[src/rtl/branch_resolve.sv]
`default_nettype none
// ==========================================================================
// branch_resolve : execute-stage branch resolution with front-end redirect
//                  and a predictor-update FIFO
// Revision       : 1.0  initial release
// ==========================================================================
module branch_resolve #(
  parameter int AW      = 32,
  parameter int XLEN    = 64,
  parameter int Q_DEPTH = 4
) (
  input  logic            clk,
  input  logic            rst,
  input  logic            ex_valid,
  output logic            ex_ready,
  input  logic            ex_is_branch,
  input  logic            ex_is_jal,
  input  logic            ex_is_jalr,
  input  logic [2:0]      ex_funct3,
  input  logic [XLEN-1:0] ex_rs1,
  input  logic [XLEN-1:0] ex_rs2,
  input  logic [31:0]     ex_imm,
  input  logic [AW-1:0]   ex_pc,
  input  logic            ex_pred_hit,
  input  logic            ex_pred_taken,
  input  logic [AW-1:0]   ex_pred_target,
  output logic            redirect_valid,
  output logic [AW-1:0]   redirect_pc,
  output logic            upd_valid,
  input  logic            upd_ready,
  output logic [AW-1:0]   upd_pc,
  output logic [AW-1:0]   upd_target,
  output logic            upd_taken,
  output logic            upd_mispred,
  output logic [31:0]     br_count,
  output logic [31:0]     mispred_count
);

  localparam int C_PTR_W = $clog2(Q_DEPTH);
  localparam int C_CNT_W = C_PTR_W + 1;
  localparam logic [C_CNT_W-1:0] C_DEPTH = C_CNT_W'(Q_DEPTH);

  // ---------------- stage 1: combinational resolution ----------------
  logic          w_accept;
  logic          w_cond;
  logic          w_f3_legal;
  logic          w_is_cf;
  logic          w_taken;
  logic          w_pred_taken;
  logic          w_mispred;
  logic          w_s1_valid;
  logic          w_redirect;
  logic [AW-1:0] w_imm;
  logic [AW-1:0] w_jalr_sum;
  logic [AW-1:0] w_target;
  logic [AW-1:0] w_fallthru;

  assign w_accept = ex_valid & ex_ready;
  assign w_imm    = ex_imm[AW-1:0];

  always_comb begin
    w_cond     = 1'b0;
    w_f3_legal = 1'b1;
    case (ex_funct3)
      3'b000:  w_cond = (ex_rs1 == ex_rs2);
      3'b001:  w_cond = (ex_rs1 != ex_rs2);
      3'b100:  w_cond = ($signed(ex_rs1) <  $signed(ex_rs2));
      3'b101:  w_cond = ($signed(ex_rs1) >= $signed(ex_rs2));
      3'b110:  w_cond = (ex_rs1 <  ex_rs2);
      3'b111:  w_cond = (ex_rs1 >= ex_rs2);
      default: w_f3_legal = 1'b0;
    endcase
  end

  assign w_is_cf      = ex_is_jal | ex_is_jalr | (ex_is_branch & w_f3_legal);
  assign w_taken      = ex_is_jal | ex_is_jalr | (ex_is_branch & w_cond);
  assign w_jalr_sum   = ex_rs1[AW-1:0] + w_imm;
  assign w_target     = ex_is_jalr ? {w_jalr_sum[AW-1:1], 1'b0} : (ex_pc + w_imm);
  assign w_fallthru   = ex_pc + AW'(4);
  assign w_pred_taken = ex_pred_hit & ex_pred_taken;
  assign w_mispred    = (w_taken != w_pred_taken) |
                        (w_taken & w_pred_taken & (ex_pred_target != w_target));
  // Anything accepted while a redirect is being signalled is wrong-path.
  assign w_s1_valid   = w_accept & w_is_cf & ~w_redirect;

  // ---------------- stage 2 register ----------------
  logic          r_s2_valid;
  logic          r_s2_taken;
  logic          r_s2_mispred;
  logic [AW-1:0] r_s2_pc;
  logic [AW-1:0] r_s2_target;
  logic [AW-1:0] r_redirect_pc;

  always_ff @(posedge clk or negedge rst) begin
    if (!rst) begin
      r_s2_valid    <= 1'b0;
      r_s2_taken    <= 1'b0;
      r_s2_mispred  <= 1'b0;
      r_s2_pc       <= '0;
      r_s2_target   <= '0;
      r_redirect_pc <= '0;
    end else begin
      r_s2_valid <= w_s1_valid;
      if (w_s1_valid) begin
        r_s2_taken    <= w_taken;
        r_s2_mispred  <= w_mispred;
        r_s2_pc       <= ex_pc;
        r_s2_target   <= w_target;
        r_redirect_pc <= w_taken ? w_target : w_fallthru;
      end
    end
  end

  assign w_redirect     = r_s2_valid & r_s2_mispred;
  assign redirect_valid = w_redirect;
  assign redirect_pc    = r_redirect_pc;

  // ---------------- update FIFO ----------------
  logic [AW-1:0]      r_q_pc      [Q_DEPTH];
  logic [AW-1:0]      r_q_target  [Q_DEPTH];
  logic               r_q_taken   [Q_DEPTH];
  logic               r_q_mispred [Q_DEPTH];
  logic [C_PTR_W-1:0] r_wr_ptr;
  logic [C_PTR_W-1:0] r_rd_ptr;
  logic [C_CNT_W-1:0] r_count;
  logic               w_push;
  logic               w_pop;
  logic [C_CNT_W-1:0] w_occupancy;

  assign w_push      = r_s2_valid;
  assign w_pop       = upd_ready & (r_count != '0);
  // Stage 2 holds a slot in reserve, so a push can never find the FIFO full.
  assign w_occupancy = r_count + C_CNT_W'(r_s2_valid);
  assign ex_ready    = (w_occupancy < C_DEPTH);

  always_ff @(posedge clk or negedge rst) begin
    if (!rst) begin
      for (int i = 0; i < Q_DEPTH; i++) begin
        r_q_pc[i]      <= '0;
        r_q_target[i]  <= '0;
        r_q_taken[i]   <= 1'b0;
        r_q_mispred[i] <= 1'b0;
      end
      r_wr_ptr <= '0;
      r_rd_ptr <= '0;
      r_count  <= '0;
    end else begin
      if (w_push) begin
        r_q_pc[r_wr_ptr]      <= r_s2_pc;
        r_q_target[r_wr_ptr]  <= r_s2_target;
        r_q_taken[r_wr_ptr]   <= r_s2_taken;
        r_q_mispred[r_wr_ptr] <= r_s2_mispred;
        r_wr_ptr              <= r_wr_ptr + C_PTR_W'(1);
      end
      if (w_pop) begin
        r_rd_ptr <= r_rd_ptr + C_PTR_W'(1);
      end
      case ({w_push, w_pop})
        2'b10:   r_count <= r_count + C_CNT_W'(1);
        2'b01:   r_count <= r_count - C_CNT_W'(1);
        default: r_count <= r_count;
      endcase
    end
  end

  assign upd_valid   = (r_count != '0);
  assign upd_pc      = r_q_pc[r_rd_ptr];
  assign upd_target  = r_q_target[r_rd_ptr];
  assign upd_taken   = r_q_taken[r_rd_ptr];
  assign upd_mispred = r_q_mispred[r_rd_ptr];

  // ---------------- saturating statistics ----------------
  logic [31:0] r_br_count;
  logic [31:0] r_mispred_count;

  always_ff @(posedge clk or negedge rst) begin
    if (!rst) begin
      r_br_count      <= '0;
      r_mispred_count <= '0;
    end else if (w_push) begin
      if (r_br_count != 32'hFFFF_FFFF) begin
        r_br_count <= r_br_count + 32'd1;
      end
      if (r_s2_mispred && (r_mispred_count != 32'hFFFF_FFFF)) begin
        r_mispred_count <= r_mispred_count + 32'd1;
      end
    end
  end

  assign br_count      = r_br_count;
  assign mispred_count = r_mispred_count;

endmodule
`default_nettype wire

[config.mk]
export PLATFORM = sky130hd
export DESIGN_NAME = branch_resolve
export DESIGN_NICKNAME = d
export VERILOG_FILES = /design/src/rtl/branch_resolve.sv
export SDC_FILE = /design/constraint.sdc
export NUM_CORES = 1
export LEC_CHECK = 0
export ABC_CLOCK_PERIOD_IN_PS = 6000
export CAP_MARGIN = 5
export CORE_MARGIN = 2
export CORE_UTILIZATION = 40
export CTS_CLUSTER_SIZE = 24
export DETAILED_ROUTE_END_ITERATION = 10
export GPL_TIMING_DRIVEN = 0
export PLACE_DENSITY_LB_ADDON = 0.25
export REMOVE_ABC_BUFFERS = 1
export SYNTH_ARGS = -nofsm -noshare
export SYNTH_HDL_FRONTEND = slang
export SYNTH_SLANG_ARGS = --single-unit
[constraint.sdc]
create_clock -name clk -period 6 [get_ports clk]
set_input_delay 1.2 -clock clk [delete_from_list [all_inputs] [get_ports clk]]
set_output_delay 1.2 -clock clk [all_outputs]
set_load 0.03 [all_outputs]
Word level (Yosys, flattened, before mapping). Index checks and enable logic that the tools add are counted.

Output and inout bits: 165. Flip-flop bits (word level): 434. Input bits: 236. Logic and storage cells: 108.

$add $sub $neg: 10. Mux-type cells: 25. Bitwise operators: 17. Eq/ne operators: 13. Magnitude comparators: 8. Reductions and logical operators: 8.

Operator list (count): $bwmux W128 (2); $mux W32 (7); $bmux W32 S2 (2); $ge A64 B64 Y1 (2); $lt A64 B64 Y1 (2); $add A32 B1 Y32 const B (2); $add A32 B32 Y32 (2); $demux W32 S2 (1); $eq A64 B64 Y1 (1); $ne A32 B32 Y1 const B (2); $ne A64 B64 Y1 (1); $add A32 B3 Y32 const B (1); $ne A32 B32 Y1 (1); $eq A3 B3 Y1 const B (4); $and A1 B1 Y1 (10); $bwmux W4 (2); $ge A3 B3 Y1 const B (2); $mux W1 (6); $not A2 Y3 (2); $pmux W1 S6 (1); $pmux W3 S2 (1); $reduce_or A6 Y1 (1); $add A2 B1 Y2 const B (2); $bmux W1 S2 (2); other kinds (17) (22).

Longest topological paths before layout.
Depth after elaboration: 7. Depth in mapped cells: 25. Depth with buffers taken out: 23.

Worst setup path after synthesis. Ideal clock, no wire load.

Path type: input-to-reg. From: input port ex_rs2[63]. To: register r_s2_mispred. Setup slack: -0.078 ns. Buffers on the path: 2. Setup time: 0.128 ns. Required time: 5.872 ns. Data arrival time: 5.950 ns. Stages on the path: 23. Cell sequence: inv_1 ha_1 nand2_1 or3_1 or4_1 or3_1 a31o_1 a41o_1 a211o_1 buf_6 buf_12 nand2_1 inv_1 ha_1 or3_1 a2111oi_0 o21ai_0 nor4_1 o2111ai_1 nor4_1 o2111ai_1 nor4_1 a21oi_1.

Cells in the longest elaborated chain, start to end: 7.

Ends and longest elaborated chain: start: declaration (RTL line 21) `input logic [XLEN-1:0] ex_rs2,`; $ge A64 B64 Y1, or another cell as far along (RTL line 70) `3'b111: w_cond = (ex_rs1 >= ex_rs2);`; $pmux W1 S6 (*) (RTL line 64) `case (ex_funct3)`; $and A1 B1 Y1 (*) (RTL line 76) `assign w_taken = ex_is_jal | ex_is_jalr | (ex_is_branch & w_cond);`; $or A1 B1 Y1 (*) (RTL line 76); net w_taken (RTL line 48) `logic w_taken;`; $and A1 B1 Y1 (2 in series) (RTL line 82) `(w_taken & w_pred_taken & (ex_pred_target != w_target));`; $or A1 B1 Y1 (*) (RTL line 81) `assign w_mispred = (w_taken != w_pred_taken) |`; end signal: assignment (RTL line 106) `r_s2_mispred <= w_mispred;`; end: declaration (RTL line 89) `logic r_s2_mispred;`.

Mark *: on every way through the listed nets, which the timed path passes. The rest lies on a longest branch. A chain may end at the register's enable or synchronous reset.

Final worst setup path.
From: input port ex_rs2[59]. To: register r_s2_mispred.

The elaborated chain is that of the path after synthesis.

==> flow_summary.toml <==
[pwr]
power.share.switching_pct = 37.2
comb_power_share_pct = 43.5
power_density_mw_per_mm2 = 437
p_sw_mw = 5.32
ir_drop_v = 0.000252
p_leak_nw = 14.7
seq_power_share_pct = 34.8
clkPwrFrac_pct = 21.7
internal_power_mw = 9.00

[clock_network]
cts_tree = "built"
clock_sinks = 434
numCtsBuffers = 48
ctsRootBufferMaster = "clkbuf_16"
worst_skew_pair.late_latency_ns = 0.59
cts_buffer_depth = 3
h-tree-depth = 2
path_clk_slew_ns = 0.06

[die]
ios = 401
fp.dieH_um = 257
dieArea_mm2 = 0.0661
coreArea_mm2 = 0.0632
initial_core_util_pct = 40.6
fp.dieW_um = 257
rows = 92

[worst_setup_path]
critPathKind = "in2reg"
worstPathRequired_ns = 6.46
critical_path_arrival_ns = 6.32
cp-end-kind = "flop"
worstPathCellList = "clkdlybuf4s15_1, inv_2, ha_4, nand2_1, or3_4, or4_4, or3_4, a31o_1, a41o_1, a211o_4, buf_12, nand2_4, inv_2, ha_4, or3_4, a2111oi_4, o21ai_1, nor4_1, o2111ai_1, nor4_2, o2111ai_1, nor4_2, a21oi_1"
startpoint_type = "input pin"
reg2reg_slack_ns = 2.31
cpMaxStageDelayCell = "or4_4"
cp_max_fo = 3
cp_slowest_stage_delay_ns = 0.54
cp_common_cell = "or3_4"

[yosys]
synth_seq_cells = 434
syn-instance-count = 2379
ys_seq_area_share_pct = 42.4
yosysUniqueCellTypes = 78
yosys_warnings = 0
synthArstFlopShare_pct = 100
syn_area_mm2 = 0.0256
synth_edf_count = 0
ys.flop_type = "dfrtp_1"
syn-mean-instance-area_um2 = 10.8

[final_layout]
fillers = 5469
syn2layout_area_growth_pct = 27.9
final_nets = 3125
drive_above_1_share_pct = 18.8
stdcell_count = 3643
postLayoutCellArea_mm2 = 0.0328

[drt]
vias = 20183
detail_route.wl_per_cell_um = 22.4
vias_per_cell = 5.54
drc = 0
drt_iter0_markers = 1088
ant_nets = 0
firstDrtPassIters = 5
wl_um = 81400

[global_route]
grt_max_degree = 129
antenna_found_initial = 12
grt_pass1_vias = 20955
grt_pass1_wl_um = 125000
grt_overflow_total = 0
grt_usage_pct = 24.4

[timing]
setup-violations-final = 0
slew_viol_final = 0
grt_setup_unrepaired = "true"
finalCritPeriodShare_pct = 97.7
finalCriticalPeriod_ns = 5.86
worstMarginPinSlew_ns = 1.10
hold_viol = 0
max_slew_margin_pct = 26.1
fin_worst_skew_ns = 0.0190
fmax_mhz = 171

[run]
cap_viol_max_count = 0

[place]
port_buffers = 400
dp_hpwl_um = 61800
dpl-instance-area_mm2 = 0.0308
place.gp.congestion = 0.889
place_inst = 3536

[min_path]
hp-class = "reg2reg"

[run_status]
status = "finished clean"
repair_timing:
item	4_1_cts	5_1_grt
gates cloned	1	0
pin swaps	25	1
setup buffers	11	0
hold endpoints to repair	0	0
endpoints found under the setup margin	1	1
hold buffers	0	0
gates resized for setup	57	12
cell usage after synthesis (24+ instances only):
cell type,instances,area share (%)
mux2_2,277,12
a21oi_1,92,1.8
mux4_2,66,5.8
o21ai_0,95,1.9
xor2_1,60,2.1
a21o_1,24,0.70
and3_1,32,0.78
mux2i_1,30,1.2
nand3_1,59,1.2
nor3_1,28,0.55
dfrtp_1,434,42
xnor2_1,110,3.8
inv_1,104,1.5
clkbuf_1,95,1.4
ha_1,134,6.5
nand2_1,307,4.5
nor2_1,98,1.4
nand4_1,38,0.93
final cells by class:
| class | count | area, um^2 | share of cell area [%] |
|---|---|---|---|
| Timing Repair Buffer | 433 | 4570 | 14.0 |
| Inverter | 104 | 393 | 1.20 |
| Sequential cell | 434 | 10900 | 33.2 |
| Multi-Input combinational cell | 1731 | 14200 | 43.2 |
| Clock buffer | 69 | 1430 | 4.36 |
| Clock inverter | 19 | 270 | 0.825 |
| Tap cell | 846 | 1060 | 3.23 |
| Antenna cell | 7 | 17.5 | 0.0534 |
power groups by stage:
| stage | sequential (mW) | clock (mW) | combinational (mW) |
|---|---|---|---|
| 2_1_floorplan | 5.03 | 0 | 3.70 |
| 3_3_place_gp | 5.08 | 0 | 6.06 |
| 3_5_place_dp | 5.04 | 0 | 6.23 |
| 4_1_cts | 4.99 | 3.17 | 6.29 |
| 5_1_grt | 5.16 | 3.30 | 6.63 |
| 6_report | 4.99 | 3.11 | 6.23 |
layout by cell type, fill, tap and decap left out, drive strengths merged, types with 11 or more instances in the layout:
master | synthesis | layout
a2111oi | 11 | 11
a211oi | 17 | 17
a21o | 24 | 24
a21oi | 92 | 92
a31oi | 16 | 16
and3 | 32 | 32
buf | 15 | 34
clkbuf | 95 | 70
clkdlybuf4s50 | 0 | 377
dfrtp | 434 | 434
dlygate4sd2 | 0 | 17
ha | 134 | 134
inv | 104 | 107
mux2 | 284 | 284
mux2i | 30 | 30
mux4 | 66 | 66
nand2 | 307 | 307
nand2b | 15 | 15
nand3 | 59 | 59
nand4 | 38 | 38
nor2 | 98 | 98
nor3 | 28 | 28
nor4 | 13 | 13
o211ai | 15 | 15
o21ai | 103 | 103
o21bai | 14 | 14
or3 | 16 | 16
xnor2 | 110 | 110
xor2 | 60 | 60
cells by family (layout without fill, tap and decap cells):
group                      after synthesis  after routing  synth area share, %
other                                    0              7                    0
muxes                                  380            380                 19.6
buffers and inverters                  214            625                 3.30
DFF                                    434            434                 42.4
and+or+nand+nor                        654            654                 11.8
adders and majority gates              137            137                 6.78
xor gates and xnor gates               177            177                 6.43
AOI/OAI and AO/OA                      383            383                 9.79
registers in the layout, indices dropped and copies added, names as in the netlist:
name	flops
r_count	3
r_s2_valid	1
r_wr_ptr	2
redirect_pc	32
r_q_pc	128
r_s2_mispred	1
r_rd_ptr	2
mispred_count	32
r_s2_pc	32
r_q_mispred	4
r_s2_target	32
r_q_taken	4
r_q_target	128
r_s2_taken	1
br_count	32
path summary, 6_finish.rpt:
path                            depth (start not counted)             from               to
worst max-delay path                                   23       ex_rs2[59]     r_s2_mispred
min in group asynchronous                               1              rst       r_q_pc[96]
max in group asynchronous                               3              rst      r_rd_ptr[0]
worst max register to register                         14       r_s2_valid     r_s2_mispred
worst min register to register                          2  redirect_pc[22]  redirect_pc[22]
worst min-delay path                                    2  redirect_pc[22]  redirect_pc[22]
routing by layer:
metal | wire (um) | up-vias | global-route usage [%]
li1 | - | 9332 | -
met1 | 34300 | 10151 | 30.8
met3 | 4450 | 122 | 4.67
met4 | 1730 | 12 | 6.52
met5 | 75 | - | 0
met2 | 40800 | 566 | 42.8
through the flow:
step / power [mW] / setup TNS, ns / utilization [%] / hold slack (ns) / setup WS (ns)
3_5_place_dp: 11.3 / -2.07 / 48.7 / 0.469 / -2.07
2_1_floorplan: 8.73 / -71.01 / - / 0.473 / -1.47
5_1_grt: 15.1 / -0.0218 / 51.9 / 0.499 / -0.0218
6_report: 14.3 / 0 / 51.9 / 0.477 / 0.138
4_1_cts: 14.5 / 0 / 51.8 / 0.483 / 0.00114
3_3_place_gp: 11.1 / -7159.20 / 47.8 / 0.468 / -14.49
critical path: cells and delay by family:
kind	cells	cell delay, ns
AOI/OAI and AO/OA	8	1.57
and+or+nand+nor	9	2.59
adders and majority gates	2	0.48
buffers and inverters	4	0.46
Power figures use the tool's default switching activity.
